===== src/rtl/sgdmac_data_reader.sv =====
// Source-side AXI4 read engine: INCR bursts per segment into a FIFO, drained as a valid/ready word stream.
// Latency: start->arvalid 1 cycle, R beat->data_valid 1 cycle; AR is withheld until FIFO space covers the whole burst.
// Optional macro SGDMAC_RD_4KB_SPLIT_EN splits bursts at 4 KB boundaries.
module sgdmac_data_reader #(
  parameter int DATA_SIZE     = 32,
  parameter int FIFO_DEPTH    = 16,
  parameter int MAX_BURST_LEN = 16
) (
  input  logic                 clk,
  input  logic                 rst_n,
  input  logic                 start_i,
  input  logic [31:0]          src_addr_i,
  input  logic [15:0]          byte_len_i,
  output logic                 busy_o,
  output logic                 done_o,
  output logic                 error_o,
  output logic [31:0]          araddr_o,
  output logic [3:0]           arlen_o,
  output logic [2:0]           arsize_o,
  output logic [1:0]           arburst_o,
  output logic                 arvalid_o,
  input  logic                 arready_i,
  input  logic [DATA_SIZE-1:0] rdata_i,
  input  logic [1:0]           rresp_i,
  input  logic                 rlast_i,
  input  logic                 rvalid_i,
  output logic                 rready_o,
  output logic                 data_valid_o,
  input  logic                 data_ready_i,
  output logic [DATA_SIZE-1:0] data_data_o
);

  localparam int AW = $clog2(FIFO_DEPTH);
  localparam int CW = AW + 1;

  typedef enum logic [1:0] {S_IDLE, S_REQ, S_DATA, S_DRAIN} state_t;

  state_t                r_state;
  state_t                w_next;
  logic [31:0]           r_addr;
  logic [13:0]           r_words_left;
  logic                  r_error;
  logic                  r_done;
  logic [DATA_SIZE-1:0]  r_mem [FIFO_DEPTH];
  logic [AW-1:0]         r_wr_ptr;
  logic [AW-1:0]         r_rd_ptr;
  logic [CW-1:0]         r_count;

  logic                  w_start;
  logic                  w_push;
  logic                  w_pop;
  logic                  w_ar_hs;
  logic                  w_space_ok;
  logic                  w_drain_done;
  logic [13:0]           w_blen;
  logic [13:0]           w_free;
  logic                  w_unused;

  assign w_unused = &{1'b0, src_addr_i[1:0], byte_len_i[1:0]};

  assign w_free = 14'(FIFO_DEPTH) - 14'(r_count);

`ifdef SGDMAC_RD_4KB_SPLIT_EN
  logic [13:0] w_bound;
  assign w_bound = 14'd1024 - {4'd0, r_addr[11:2]};
`endif

  always_comb begin
    w_blen = r_words_left;
    if (w_blen > 14'(MAX_BURST_LEN)) w_blen = 14'(MAX_BURST_LEN);
`ifdef SGDMAC_RD_4KB_SPLIT_EN
    if (w_blen > w_bound) w_blen = w_bound;
`endif
  end

  // The whole burst is reserved up front, so R beats never need backpressure.
  assign w_space_ok   = (w_free >= w_blen);
  assign w_start      = (r_state == S_IDLE) && start_i;
  assign w_ar_hs      = arvalid_o && arready_i;
  assign w_push       = rready_o && rvalid_i;
  assign data_valid_o = (r_count != '0);
  assign w_pop        = data_valid_o && data_ready_i;
  assign w_drain_done = (r_count == '0) || ((r_count == CW'(1)) && w_pop);

  assign araddr_o    = r_addr;
  assign arlen_o     = (r_state == S_REQ) ? 4'(w_blen - 14'd1) : 4'd0;
  assign arsize_o    = 3'b010;
  assign arburst_o   = 2'b01;
  assign done_o      = r_done;
  assign error_o     = r_error;
  assign data_data_o = r_mem[r_rd_ptr];

  always_comb begin
    w_next    = r_state;
    busy_o    = 1'b0;
    arvalid_o = 1'b0;
    rready_o  = 1'b0;
    case (r_state)
      S_IDLE: begin
        if (start_i) w_next = (byte_len_i[15:2] == 14'd0) ? S_DRAIN : S_REQ;
      end
      S_REQ: begin
        busy_o    = 1'b1;
        arvalid_o = w_space_ok;
        if (w_space_ok && arready_i) w_next = S_DATA;
      end
      S_DATA: begin
        busy_o   = 1'b1;
        rready_o = 1'b1;
        if (rvalid_i && rlast_i) w_next = (r_words_left == 14'd0) ? S_DRAIN : S_REQ;
      end
      S_DRAIN: begin
        busy_o = 1'b1;
        if (w_drain_done) w_next = S_IDLE;
      end
      default: w_next = S_IDLE;
    endcase
  end

  always_ff @(posedge clk or negedge rst_n) begin
    if (!rst_n) begin
      r_state      <= S_IDLE;
      r_done       <= 1'b0;
      r_error      <= 1'b0;
      r_addr       <= 32'd0;
      r_words_left <= 14'd0;
    end else begin
      r_state <= w_next;
      r_done  <= (r_state == S_DRAIN) && w_drain_done;
      if (w_start) begin
        r_addr       <= {src_addr_i[31:2], 2'b00};
        r_words_left <= byte_len_i[15:2];
        r_error      <= 1'b0;
      end else if (w_ar_hs) begin
        r_addr       <= r_addr + {16'd0, w_blen, 2'b00};
        r_words_left <= r_words_left - w_blen;
      end
      if (w_push && (rresp_i != 2'b00)) r_error <= 1'b1;
    end
  end

  always_ff @(posedge clk or negedge rst_n) begin
    if (!rst_n) begin
      r_wr_ptr <= '0;
      r_rd_ptr <= '0;
      r_count  <= '0;
    end else begin
      if (w_push) r_wr_ptr <= r_wr_ptr + AW'(1);
      if (w_pop)  r_rd_ptr <= r_rd_ptr + AW'(1);
      case ({w_push, w_pop})
        2'b10:   r_count <= r_count + CW'(1);
        2'b01:   r_count <= r_count - CW'(1);
        default: r_count <= r_count;
      endcase
    end
  end

  always_ff @(posedge clk) begin
    if (w_push) r_mem[r_wr_ptr] <= rdata_i;
  end

endmodule


===== config.mk =====
export PLATFORM = sky130hd
export DESIGN_NAME = sgdmac_data_reader
export DESIGN_NICKNAME = d
export VERILOG_FILES = /design/src/rtl/sgdmac_data_reader.sv
export SDC_FILE = /design/constraint.sdc
export NUM_CORES = 1
export LEC_CHECK = 0
export CORE_AREA = 4 4 207 209
export DETAILED_ROUTE_END_ITERATION = 16
export DIE_AREA = 0 0 211 213
export GPL_ROUTABILITY_DRIVEN = 0
export PLACE_DENSITY = 0.78
export SLEW_MARGIN = 5
export SYNTH_ARGS = -nofsm -noshare
export SYNTH_HDL_FRONTEND = slang
export SYNTH_SLANG_ARGS = --single-unit

===== constraint.sdc =====
create_clock -name clk -period 4.3 [get_ports clk]
set_input_delay 0.645 -clock clk [delete_from_list [all_inputs] [get_ports clk]]
set_output_delay 0.645 -clock clk [all_outputs]
set_load 0.005 [all_outputs]

### Word level (Yosys, flattened, before mapping)

Memory sizes are Yosys's and may differ from the RTL's.
Index checks and enable logic that the tools add are counted.

| storage, ports and cells | value |
|---|---|
| register bits after elaboration | 63 |
| memory bits (writable) | 512 |
| input bits | 89 |
| output and inout bits | 79 |
| memories kept | 1 |

| cells by class | value |
|---|---|
| add/sub/neg operators | 8 |
| magnitude comparators | 2 |
| equal/unequal tests | 10 |
| muxes and demuxes | 21 |
| reduce and logical (&&, ||, !) cells | 21 |

Memory list:

| memory | depth | bits a word | rd ports | clocked after Yosys merged registers in | wr ports | RTL line | text |
|---|---|---|---|---|---|---|---|
| r_mem | 16 | 32 | 1 | 0 | 1 | 44 | `logic [DATA_SIZE-1:0] r_mem [FIFO_DEPTH];` |

Operator list:

| cell | number |
|---|---|
| $mux 32 | 2 |
| $mux 14 | 3 |
| $add 32x16->32 | 1 |
| $logic_not 14->1 | 2 |
| $ge 14x14->1 | 1 |
| $gt 14x5->1 const B | 1 |
| $sub 14x14->14 | 1 |
| $mux 2 | 6 |
| $pmux 5 s2 | 1 |
| $logic_and 1x1->1 | 9 |
| $add 4x1->4 const B | 2 |
| $pmux 2 s4 | 1 |
| $reduce_bool 2->1 | 4 |
| $mux 1 | 7 |
| $eq 2x2->1 const B | 3 |
| $ne 2x2->1 const B | 3 |
| $sub 5x5->6 const A | 1 |
| $add 5x1->5 const B | 1 |
| $eq 5x1->1 const B | 1 |
| $logic_not 5->1 | 1 |
| $reduce_bool 5->1 | 1 |
| $sub 5x1->5 const B | 1 |
| $eq 2x1->1 const B | 2 |
| $mux 4 | 1 |
| other kinds (6) | 6 |

### Depth between registers and ports, before layout

Gate-level depths: netlist (run 1).

| depth | value |
|---|---|
| depth after elaboration | 7 |
| mapped depth | 16 |

### Worst setup path after synthesis (run 1)

No wires, ideal clock.

| path | value |
|---|---|
| path type | register to register |
| start point | register r_words_left[10] |
| end point | register r_addr[28], in the netlist araddr_o[28] |
| library setup time | 82 ps |
| arrival time | 3,771 ps |
| slack | 447 ps |
| cell stages (with the launch flop) | 16 |
| cells stage by stage | dfrtp_1 -> or4_1 -> buf_2 -> nor4b_2 -> nand2_1 -> inv_1 -> ha_1 -> fa_1 -> maj3_1 -> o21a_1 -> a31oi_1 -> nor4b_2 -> o21a_2 -> o221a_2 -> or4b_1 -> a31oi_1 |

| on the way | value |
|---|---|
| longest elaborated chain between the ends | 6 |
| elaborated cells between the ends (all ways) | 9 |
| those cells by class | add/sub: 1; order compare: 2; mux: 4; reduce/logical: 2 |

RTL lines:

| element | RTL line | text |
|---|---|---|
| start, declared | 41 | `logic [13:0] r_words_left;` |
| start signal, assigned | 132 | `r_words_left <= byte_len_i[15:2];` |
| start signal, assigned | 136 | `r_words_left <= r_words_left - w_blen;` |
| $gt 14x5->1 | 70 | `if (w_blen > 14'(MAX_BURST_LEN)) w_blen = 14'(MAX_BURST_LEN);` |
| $mux 14 * | 70 |  |
| branches (longest 4 deep; another with $add 32x16->32) | n/a |  |
| end signal, assigned | 131 | `r_addr <= {src_addr_i[31:2], 2'b00};` |
| end signal, assigned | 135 | `r_addr <= r_addr + {16'd0, w_blen, 2'b00};` |
| end, declared | 40 | `logic [31:0] r_addr;` |

Every way passes the cells marked *. The select of a mux whose other input is x is not followed.
A chain may end at the register's enable or synchronous reset.

### Final worst setup path (run 1)

| path | value |
|---|---|
| start point | register r_words_left[10] |
| end point | output port arvalid_o |

| on the way | value |
|---|---|
| longest elaborated chain between the ends | 4 |

RTL lines:

| element | RTL line | text |
|---|---|---|
| $gt 14x5->1 | 70 |  |
| $mux 14 * | 70 |  |
| $ge 14x14->1 * | 77 | `assign w_space_ok = (w_free >= w_blen);` |
| $mux 1 * | 98 | `case (r_state)` |
| end, declared | 21 | `output logic arvalid_o,` |

Mark *: on every way between the ends. The rest lies on a longest branch, timed or not.

==> metrics.md, run 1 <==
| Metric | Value |
|---|---|
| Core outline area | `40830 sq um` |
| DRT Wirelength | `55400 um` |
| H-tree depth | `2` |
| Required @ worst endpoint | `3.65 ns` |
| Die height | `213 um` |
| Wire per inst | `26.76 um` |
| Min Tclk post-route | `4.131 ns` |
| Pwr dens | `630.4 nW/um^2` |
| Worst reg2reg setup slack | `0.32 ns` |
| RR Startpoint | `r_words_left[10]$_DFFE_PN0P_` |
| Number of global-route vias before repair | `13700` |
| Post-layout util | `69.22%` |
| Critical path startpoint category | `register` |
| Slew @ Worst Pin | `1.197 ns` |
| Area growth from synthesis to layout | `18.22%` |
| Synth Flop Type | `edfxtp_1` |
| Clock Pin Slew Worst Setup and Hold Paths | `0.06 ns` |
| Fin. max-slew vios | `0` |
| I/O Buffers | `156` |
| Skew final | `0.01790 ns` |
| Synth warn | `0` |
| Rel. slew slack | `20.23%` |
| Post-synth cell types | `72` |
| Top-area cell type share of the netlist area | `64.30%` |
| Maximum VDD drop | `0.0005338 V` |
| WL met2 | `28790 um` |
| Starting Density | `58.56%` |
| Synth async-reset ratio | `10.65%` |
| Layout cells sized above 1 | `22.77%` |
| Total track usage | `25.03%` |
| Post-Layout Cell Count | `2070` |
| Drt pass-1 iters | `5` |
| Vias per std cell | `6.388` |
| RSZ-0062 raised after global routing | `no` |
| Routed Antenna Nets | `0` |
| Mean Syn Cell Area | `18.72 sq um` |
| Routed length on met1 | `21100 um` |
| Residual DRC | `0` |
| Hold WC Path Type | `in2async` |
| Synth Register Bits | `573` |
| Highest routed layer | `met4` |
| # clock sinks | `573` |
| Initial antenna violation count | `1` |
| Mapped Area | `23910 sq um` |
| Critical path arrival | `3.49 ns` |
| Drt initial violations | `1530` |
| CTS Buf Count | `55` |
| R2R cell count | `16` |
| Crit path launch | `r_words_left[10]$_DFFE_PN0P_` |
| TritonCTS clock tree | `built` |
| Static leakage | `9.495 nW` |
| Grt ovf | `0` |
| Status | `finished clean` |
| Max-Cap Viols | `0` |
| Filler cell count | `2506` |
| CP Capture Type | `primary output` |
| Vias after detailed routing | `13220` |
| Sequential fraction of the synthesis area | `70.69%` |
| Final Setup Violations | `0` |
| Root Driver | `clkbuf_16` |
| Yosys top cell by area | `edfxtp_1` |
| # IOs | `168` |
| Setup WS pre-CTS | `0.1395 ns` |
| First-pass GRT wire length | `84480 um` |
| Crit Path Class | `reg2out` |
| Final period utilization | `96.08%` |
| Met3 WL | `4304 um` |
| Register area | `16920 sq um` |
| Setup WS post-layout | `0.1686 ns` |
| Nets | `1620` |
| Die area | `44940 sq um` |
| Largest net degree at the start of global routing | `58` |
| Number of flops mapped to enable cells by yosys | `512` |
| Final hold violation count | `0` |
| TNS Setup | `0 ns` |
| Width of the chip | `211 um` |
| Clk Latency, worst-skew pair | `0.61 ns` |
| Post-DP HPWL | `30590 um` |
| Inst Count DP | `1960` |
| Cell count after synthesis | `1277` |
| Clk buf depth | `3` |
| Ranking of synthesized cells by area | `edfxtp_1 64%, mux4_2 15%, dfrtp_1 6.4%` |
| RR Endpoint | `araddr_o[28]$_DFFE_PN0P_` |
| Overall Power | `0.01782 W` |
| CP max FO | `4` |
| Max frequency | `242.1 MHz` |
| Footprint of the multi-input gates | `6778 sq um` |
| FP Rows | `74` |
[metrics by stage]
step                      hold slack, ns  cell area (sq um)
after global routing              0.1168              28260
after CTS                        0.07368              28200
after floorplan                   0.3494              24000
after detailed placement          0.4938              26420
final                            0.07330              28260
after global placement            0.4655              26420
[how the worst max path moves through the flow]
stage               cells past startpoint  slack, ns                       end
CTS                                    14      0.005                 arvalid_o
global route                           14       0.06                 arvalid_o
detailed placement                     12       0.14                 arvalid_o
global placement                       14       0.22                 arvalid_o
finish                                 14       0.17                 arvalid_o
floorplan                              15       0.45  araddr_o[28]$_DFFE_PN0P_
[critical path, stage by stage (launching register included)]
cell	delay, ns
dfrtp_2	0.44
or4_4	0.55
nor4b_4	0.35
nand2_2	0.11
inv_2	0.07
ha_1	0.21
nand2b_1	0.15
a21oi_2	0.18
o21ai_2	0.07
nand4_2	0.11
nand3_1	0.09
a21o_1	0.21
a21oi_2	0.15
nor2_1	0.07
clkbuf_2	0.12
[cells in the mapped netlist (10+ instances only)]
cell / count
buf_1: 13
a31oi_1: 24
nor2_1: 61
a21o_1: 16
dfrtp_1: 61
o31ai_1: 12
mux4_2: 160
nand2_1: 44
and2_1: 20
or4_1: 12
edfxtp_1: 512
ha_1: 35
o21ai_0: 23
and3_1: 10
a21oi_1: 33
inv_1: 25
xnor2_1: 16
clkbuf_1: 44
o22ai_1: 13
[logic make-up (layout without fill, tap and decap cells)]
family                     Yosys count  count (layout)  share of synthesized area (%)
buffers and inverters               97             333                          1.701
AOI/OAI and AO/OA                  165             165                          4.668
and+or+nand+nor                    213             213                          4.752
adders and majority gates           38              38                          1.999
xor gates and xnor gates            25              25                         0.9158
DFF                                573             573                          70.69
muxes                              164             164                          15.24
other                                2              27                        0.03141
[layout make-up]
cell class              count  share of cell area (%)
diodes                      1                0.008853
clock buffers              67                   5.029
clock inverters            32                   1.018
inverters                  25                  0.3320
multi-input cells         631                   23.98
flip-flops and latches    573                   59.85
well taps                 532                   2.355
repair buffers            209                   7.428
[registers in the layout, summed over array words and instances (netlist names)]
signal,cells
r_count,5
r_words_left,14
r_wr_ptr,4
r_mem,512
done_o,1
error_o,1
r_state,2
araddr_o,30
r_rd_ptr,4
[cell usage in the layout, fill, tap and decap left out, types with 10 or more instances in the layout]
master | netlist | layout
buf_12 | 0 | 12
xnor2_1 | 16 | 16
a21oi_1 | 33 | 30
or4_1 | 12 | 11
dfrtp_1 | 61 | 53
conb_1 | 2 | 26
mux4_2 | 160 | 160
a21o_1 | 16 | 16
o22ai_1 | 13 | 13
ha_1 | 35 | 34
and3_1 | 10 | 10
clkdlybuf4s50_1 | 0 | 154
edfxtp_1 | 512 | 512
clkbuf_16 | 0 | 55
and2_2 | 0 | 16
a31oi_1 | 24 | 24
nand2_1 | 44 | 41
clkbuf_1 | 44 | 12
o31ai_1 | 12 | 12
nor2_1 | 61 | 61
o21ai_0 | 23 | 22
buf_4 | 7 | 41
clkinv_2 | 0 | 12
inv_1 | 25 | 24
[timing repair]
action / 4_1_cts / 5_1_grt
endpoints found under the hold margin: 0 / 0
gates resized for setup: 11 / 10
hold buffers: 0 / 0
buffers inserted: 5 / 5
endpoints found under the setup margin: 1 / 1
pin swaps: 4 / 10
[power breakdown]
part           total [W]  internal (W)  switching [W]  leakage [nW]
clock network    0.00462       0.00255        0.00207         0.836
logic            0.00618       0.00335        0.00284          3.36
registers        0.00701       0.00647       0.000541          5.30
[per-layer routing]
layer  up-vias  GRT usage [%]
met5         -              0
met2       671          42.52
met4         0          6.059
met1      6819          34.86
li1       5649              -
met3        85          4.026
No activity file was read; power rests on OpenSTA's default activity.
==> run 2: changes to the inputs <==
--- a/config.mk
+++ b/config.mk
@@ -9,8 +9,9 @@
 export DETAILED_ROUTE_END_ITERATION = 16
 export DIE_AREA = 0 0 211 213
 export GPL_ROUTABILITY_DRIVEN = 0
-export PLACE_DENSITY = 0.78
-export SLEW_MARGIN = 5
+export GPL_TIMING_DRIVEN = 1
+export PLACE_DENSITY_LB_ADDON = 0.2
+export SLEW_MARGIN = 20
 export SYNTH_ARGS = -nofsm -noshare
 export SYNTH_HDL_FRONTEND = slang
 export SYNTH_SLANG_ARGS = --single-unit
==> metrics.md, run 2 (synthesized netlist as in run 1, its figures left out) <==
| Metric | Value |
|---|---|
| Most common cell after layout, fill and taps aside | `edfxtp_1` |
| Drt pass-1 iters | `5 (unchanged)` |
| Vias after detailed routing | `12920 (-2.3%)` |
| Worst Setup EP | `arvalid_o` |
| Wire per inst | `25.40 um (-5.1%)` |
| Rel. slew slack | `27.34% (+7.1 points)` |
| # clock sinks | `573 (unchanged)` |
| H-tree depth | `2 (unchanged)` |
| Filler cell count | `2566 (+2.4%)` |
| Drt initial violations | `1286 (-16%)` |
| Clk buf depth | `3 (unchanged)` |
| Footprint of the multi-input gates | `6779 sq um (about the same)` |
| Pwr dens | `625.7 nW/um^2 (-0.74%)` |
| Final hold violation count | `0 (unchanged)` |
| Width of the chip | `211 um (unchanged)` |
| Grt ovf | `0 (unchanged)` |
| Final Setup Violations | `0 (unchanged)` |
| CP Capture Type | `primary output` |
| TNS Setup | `0 ns (unchanged)` |
| RSZ-0062 raised after global routing | `no` |
| Die height | `213 um (unchanged)` |
| First-pass GRT wire length | `79720 um (-5.6%)` |
| Most frequent cells in the layout | `512 x edfxtp_1, 160 x mux4_2, 154 x clkdlybuf4s50_1` |
| Clk Latency, worst-skew pair | `0.61 ns (about the same)` |
| # IOs | `168 (unchanged)` |
| Total track usage | `23.63% (-1.4 points)` |
| Vias per std cell | `6.245 (-2.2%)` |
| Largest register by flop count | `r_mem` |
| Crit Path Class | `reg2out` |
| Placed cell area | `26420 sq um (unchanged)` |
| Worst reg2reg setup slack | `0.34 ns (+0.02 ns)` |
| Nets | `1617 (-0.19%)` |
| Routed Antenna Nets | `0 (unchanged)` |
| Design area | `28240 sq um (-0.10%)` |
| Hold WC Path Type | `in2async` |
| Max frequency | `242.2 MHz (about the same)` |
| Core outline area | `40830 sq um (unchanged)` |
| Fin. max-slew vios | `0 (unchanged)` |
| Maximum VDD drop | `0.0003694 V (-31%)` |
| RR Startpoint | `r_words_left[11]$_DFFE_PN0P_` |
| Largest net degree at the start of global routing | `76 (+31%)` |
| Min Tclk post-route | `4.128 ns (-0.003314 ns)` |
| Status | `finished clean` |
| Register area | `16920 sq um (unchanged)` |
| TritonCTS clock tree | `built` |
| Post-DP HPWL | `29740 um (-2.8%)` |
| Area growth from synthesis to layout | `18.10%` |
| CTS Hold Bufs | `0 (unchanged)` |
| Required @ worst endpoint | `3.65 ns (about the same)` |
| Final period utilization | `96.00% (about the same)` |
| Root Driver | `clkbuf_16` |
| Skew final | `0.01798 ns (+0.00008390 ns)` |
| Clock Pin Slew Worst Setup and Hold Paths | `0.06 ns (about the same)` |
| Die area | `44940 sq um (unchanged)` |
| R2R cell count | `15 (-1)` |
| FP Rows | `74 (unchanged)` |
| CTS Buf Count | `55 (unchanged)` |
| Starting Density | `58.56% (unchanged)` |
| Number of global-route vias before repair | `13110 (-4.3%)` |
| DRT Wirelength | `52520 um (-5.2%)` |
| Max-Cap Viols | `0 (unchanged)` |
| Max reg flops | `512 (unchanged)` |
| Slew @ Worst Pin | `1.090 ns (-0.1067 ns)` |
| Initial antenna violation count | `2 (+1)` |
| Residual DRC | `0 (unchanged)` |
| Crit path launch | `r_words_left[11]$_DFFE_PN0P_` |
| RR Endpoint | `araddr_o[25]$_DFFE_PN0P_` |
| Static leakage | `9.490 nW (about the same)` |
| Critical path startpoint category | `register` |
| Critical path arrival | `3.48 ns (about the same)` |
| I/O Buffers | `156 (unchanged)` |
| CP max FO | `2 (-2)` |
| Layout cells sized above 1 | `22.41% (-0.36 points)` |
==> run 2: cell count changes in the layout (fill, tap and decap cells not counted), sizes merged <==
| cell | previous run | this run |
|---|---|---|
| buf | 54 | 51 |
| bufinv | 3 | 4 |
| clkinv | 24 | 25 |
| inv | 28 | 27 |
==> run 2: area by class of cell <==
class | instances | share of cell area (%)
antenna | 1 | 0.008863
clock buffer | 67 | 5.034
clock inverter | 33 | 0.9926
inverter | 25 | 0.3323
multi-input combinational | 631 | 24.01
sequential | 573 | 59.91
tap | 532 | 2.357
timing repair buffer | 206 | 7.356
==> run 2: where the power goes <==
group          internal (W)  total, W  switching (W)
Clock               0.00259   0.00460        0.00201
Sequential          0.00647   0.00707       0.000599
Combinational       0.00332   0.00600        0.00267
Total                0.0124    0.0177        0.00528
==> run 2: worst min-delay path by stage <==
| stage | to | slack [ns] | from | cells past startpoint |
|---|---|---|---|---|
| 2_1_floorplan | araddr_o[10]$_DFFE_PN0P_ | 0.35 | rst_n | 0 |
| 3_5_place_dp | error_o$_DFFE_PN0P_ | 0.52 | error_o$_DFFE_PN0P_ | 2 |
| 6_report | araddr_o[11]$_DFFE_PN0P_ | 0.18 | rst_n | 1 |
| 5_1_grt | araddr_o[11]$_DFFE_PN0P_ | 0.25 | rst_n | 1 |
| 3_3_place_gp | error_o$_DFFE_PN0P_ | 0.47 | error_o$_DFFE_PN0P_ | 2 |
| 4_1_cts | araddr_o[11]$_DFFE_PN0P_ | 0.19 | rst_n | 1 |
==> run 2: worst max-delay path: stages (launching register included) <==
cell and delay [ns]:
dfrtp_2 0.40, or4_4 0.57, nor4b_4 0.33, nand2_1 0.13, inv_2 0.07, ha_1 0.21
nand2b_1 0.16, a21oi_2 0.23, a21boi_2 0.09, nand4_2 0.11, nand3_1 0.08, a21o_1 0.19
a21oi_2 0.13, nor2_1 0.07, clkbuf_2 0.12
==> run 2: timing repair <==
item,4_1_cts,5_1_grt
setup endpoints to repair,1,1
setup buffers,5,2
cloned,0,0
pin swaps,4,8
gates resized for setup,13,8
==> run 2: metrics by stage <==
stage                     cells  total power [W]  worst slack (ns)  hold WS [ns]  util, %
final                      2068          0.01767            0.1719        0.1841    69.15
after detailed placement   1960          0.01310           0.09135        0.5180    64.71
after global placement     1960          0.01301            0.1649        0.4690    64.71
after global routing       2068          0.01857           0.04352        0.2500    69.15
after CTS                  2065          0.01779           0.01460        0.1907    69.07
after floorplan            1301          0.01080            0.4470        0.3494        -
==> run 2: layer usage <==
layer	global-route usage [%]	part of all wire [%]	vias to the layer above
li1	-	-	5645
met1	33.19	39	6631
met2	39.16	51	550
met3	4.290	7.2	87
met4	6.327	2.1	2
met5	0	0.034	-
==> RTL edit (config.mk and constraints of run 1) <==
Encoding of `state_t`: now one-hot (4 bits for 4 states).
--- a/src/rtl/sgdmac_data_reader.sv
+++ b/src/rtl/sgdmac_data_reader.sv
@@ -35,3 +35,3 @@
 
-  typedef enum logic [1:0] {S_IDLE, S_REQ, S_DATA, S_DRAIN} state_t;
+  typedef enum logic [3:0] {S_IDLE = 4'b0001, S_REQ = 4'b0010, S_DATA = 4'b0100, S_DRAIN = 4'b1000} state_t;
 
Check against the original RTL: same outputs for any inputs over 4 cycles, from zero or initial values and one cycle with rst_n low; so few cycles prove little.
==> RTL edit against run 1 <==
- hold slack better by 0.13 ns
- cell count up 0.29%
- total power up 0.85%
- non-clock buffer count unchanged
- sequential share of layout area down 0.76 points
- die area unchanged
- routed wire length up 3.3%
- clock skew up 0.0077 ns
- critical path depth down 1
- worst setup slack worse by 0.15 ns
- count of clock-buffer cells in the layout unchanged
- sequential cell count up 2
- cell area up 1.6%
- area after synthesis up 0.21%
- critical path type unchanged
- largest power group unchanged
- highest routed layer is now met5
==> RTL edit: results (changes against run 1) <==
Yosys:
- The post-synthesis sequential area ratio came to 70.8% (was 70.7%).
- The gate count after technology mapping came to 1275 (was 1277).
- The distinct cell type count of the synthesized netlist came to 78 (was 72).
- The adder-cell share of the synthesized area came to 2.01% (was 2.00%).
- The compound-gate portion of the synthesized area was 4.15% (was 4.67%).
- The share of cell area taken by muxes after synthesis came to 15.2% (about the same).
- The XOR/XNOR share of the synthesized area is 1.43% (was 0.916%).

Power and ir drop:
- The power consumption is 18.0 mW (was 17.8 mW).
- The reported net switching power is 5.24 mW (was 5.45 mW).
- The register share of total power came to 38.4% (was 39.4%).
- The standby leakage power was 9.57 nW (was 9.50 nW).

Routing:
- The number of vias in the routed layout is 13300 (was 13200).
- The length of routed wiring on met1 is 22.4 mm (was 21.1 mm).
- The routed wire length per instance is 27.6 um (was 26.8 um).
- The detailed router's first-iteration violation count came to 1637 (was 1530).
- The total length of routed wires is 57.2 mm (was 55.4 mm).
- The amount of wire on met3 after detailed routing is 4.41 mm (was 4.30 mm).
- The highest metal layer with signal wires is met5 (was met4).

Global route:
- The met3 usage in global routing was 5.00% (was 4.03%).
- The number of global-route vias before repair is 13700 (about the same).
- The met2 demand-to-capacity share in global routing is 42.2% (was 42.5%).
- The global-route wire length before repair came to 86.4 mm (was 84.5 mm).
- The combined global-route utilization of all metal layers is 25.7% (was 25.0%).

CTS:
- The TritonCTS buffer count is 56 (was 55).

Placed design:
- The placed cell count is 1956 (was 1960).
- The detailed-placement wirelength estimate is 29.9 mm (was 30.6 mm).
- The instance area after placement is 0.0265 mm^2 (was 0.0264 mm^2).
- The worst setup slack after placement is 0.0368 ns (was 0.139 ns).

Outcome:
- Run status: finished clean (unchanged).

STA:
- The worst clock skew was 0.0256 ns (was 0.0179 ns).
- The maximum achievable frequency was 0.233 GHz (was 0.242 GHz).
RTL edit: final timing paths:
| check | start | endpoint | cells past startpoint |
|---|---|---|---|
| max in group asynchronous | rst_n | r_state[0] | 2 |
| hold reg to reg | error_o | error_o | 2 |
| setup / recovery | r_words_left[7] | arvalid_o | 13 |
| hold / removal | rst_n | araddr_o[10] | 1 |
| setup reg to reg | r_words_left[7] | r_words_left[6] | 16 |
| min in group clk | error_o | error_o | 2 |
RTL edit: cell type report:
cell class,instances,area (um^2),area share (%)
diodes,1,2.50,0.00872
well taps,532,666,2.32
inverters,25,93.8,0.327
multi-input cells,628,6840,23.8
flip-flops and latches,575,17000,59.1
clock buffers,67,1500,5.21
clock inverters,39,508,1.77
repair buffers,209,2140,7.46
RTL edit: what timing repair did:
| item | 4_1_cts | 5_1_grt |
|---|---|---|
| buffers inserted | 9 | 4 |
| resized for setup | 11 | 16 |
| cloned | 0 | 0 |
| endpoints found under the setup margin | 2 | 23 |
| pin swaps | 7 | 5 |
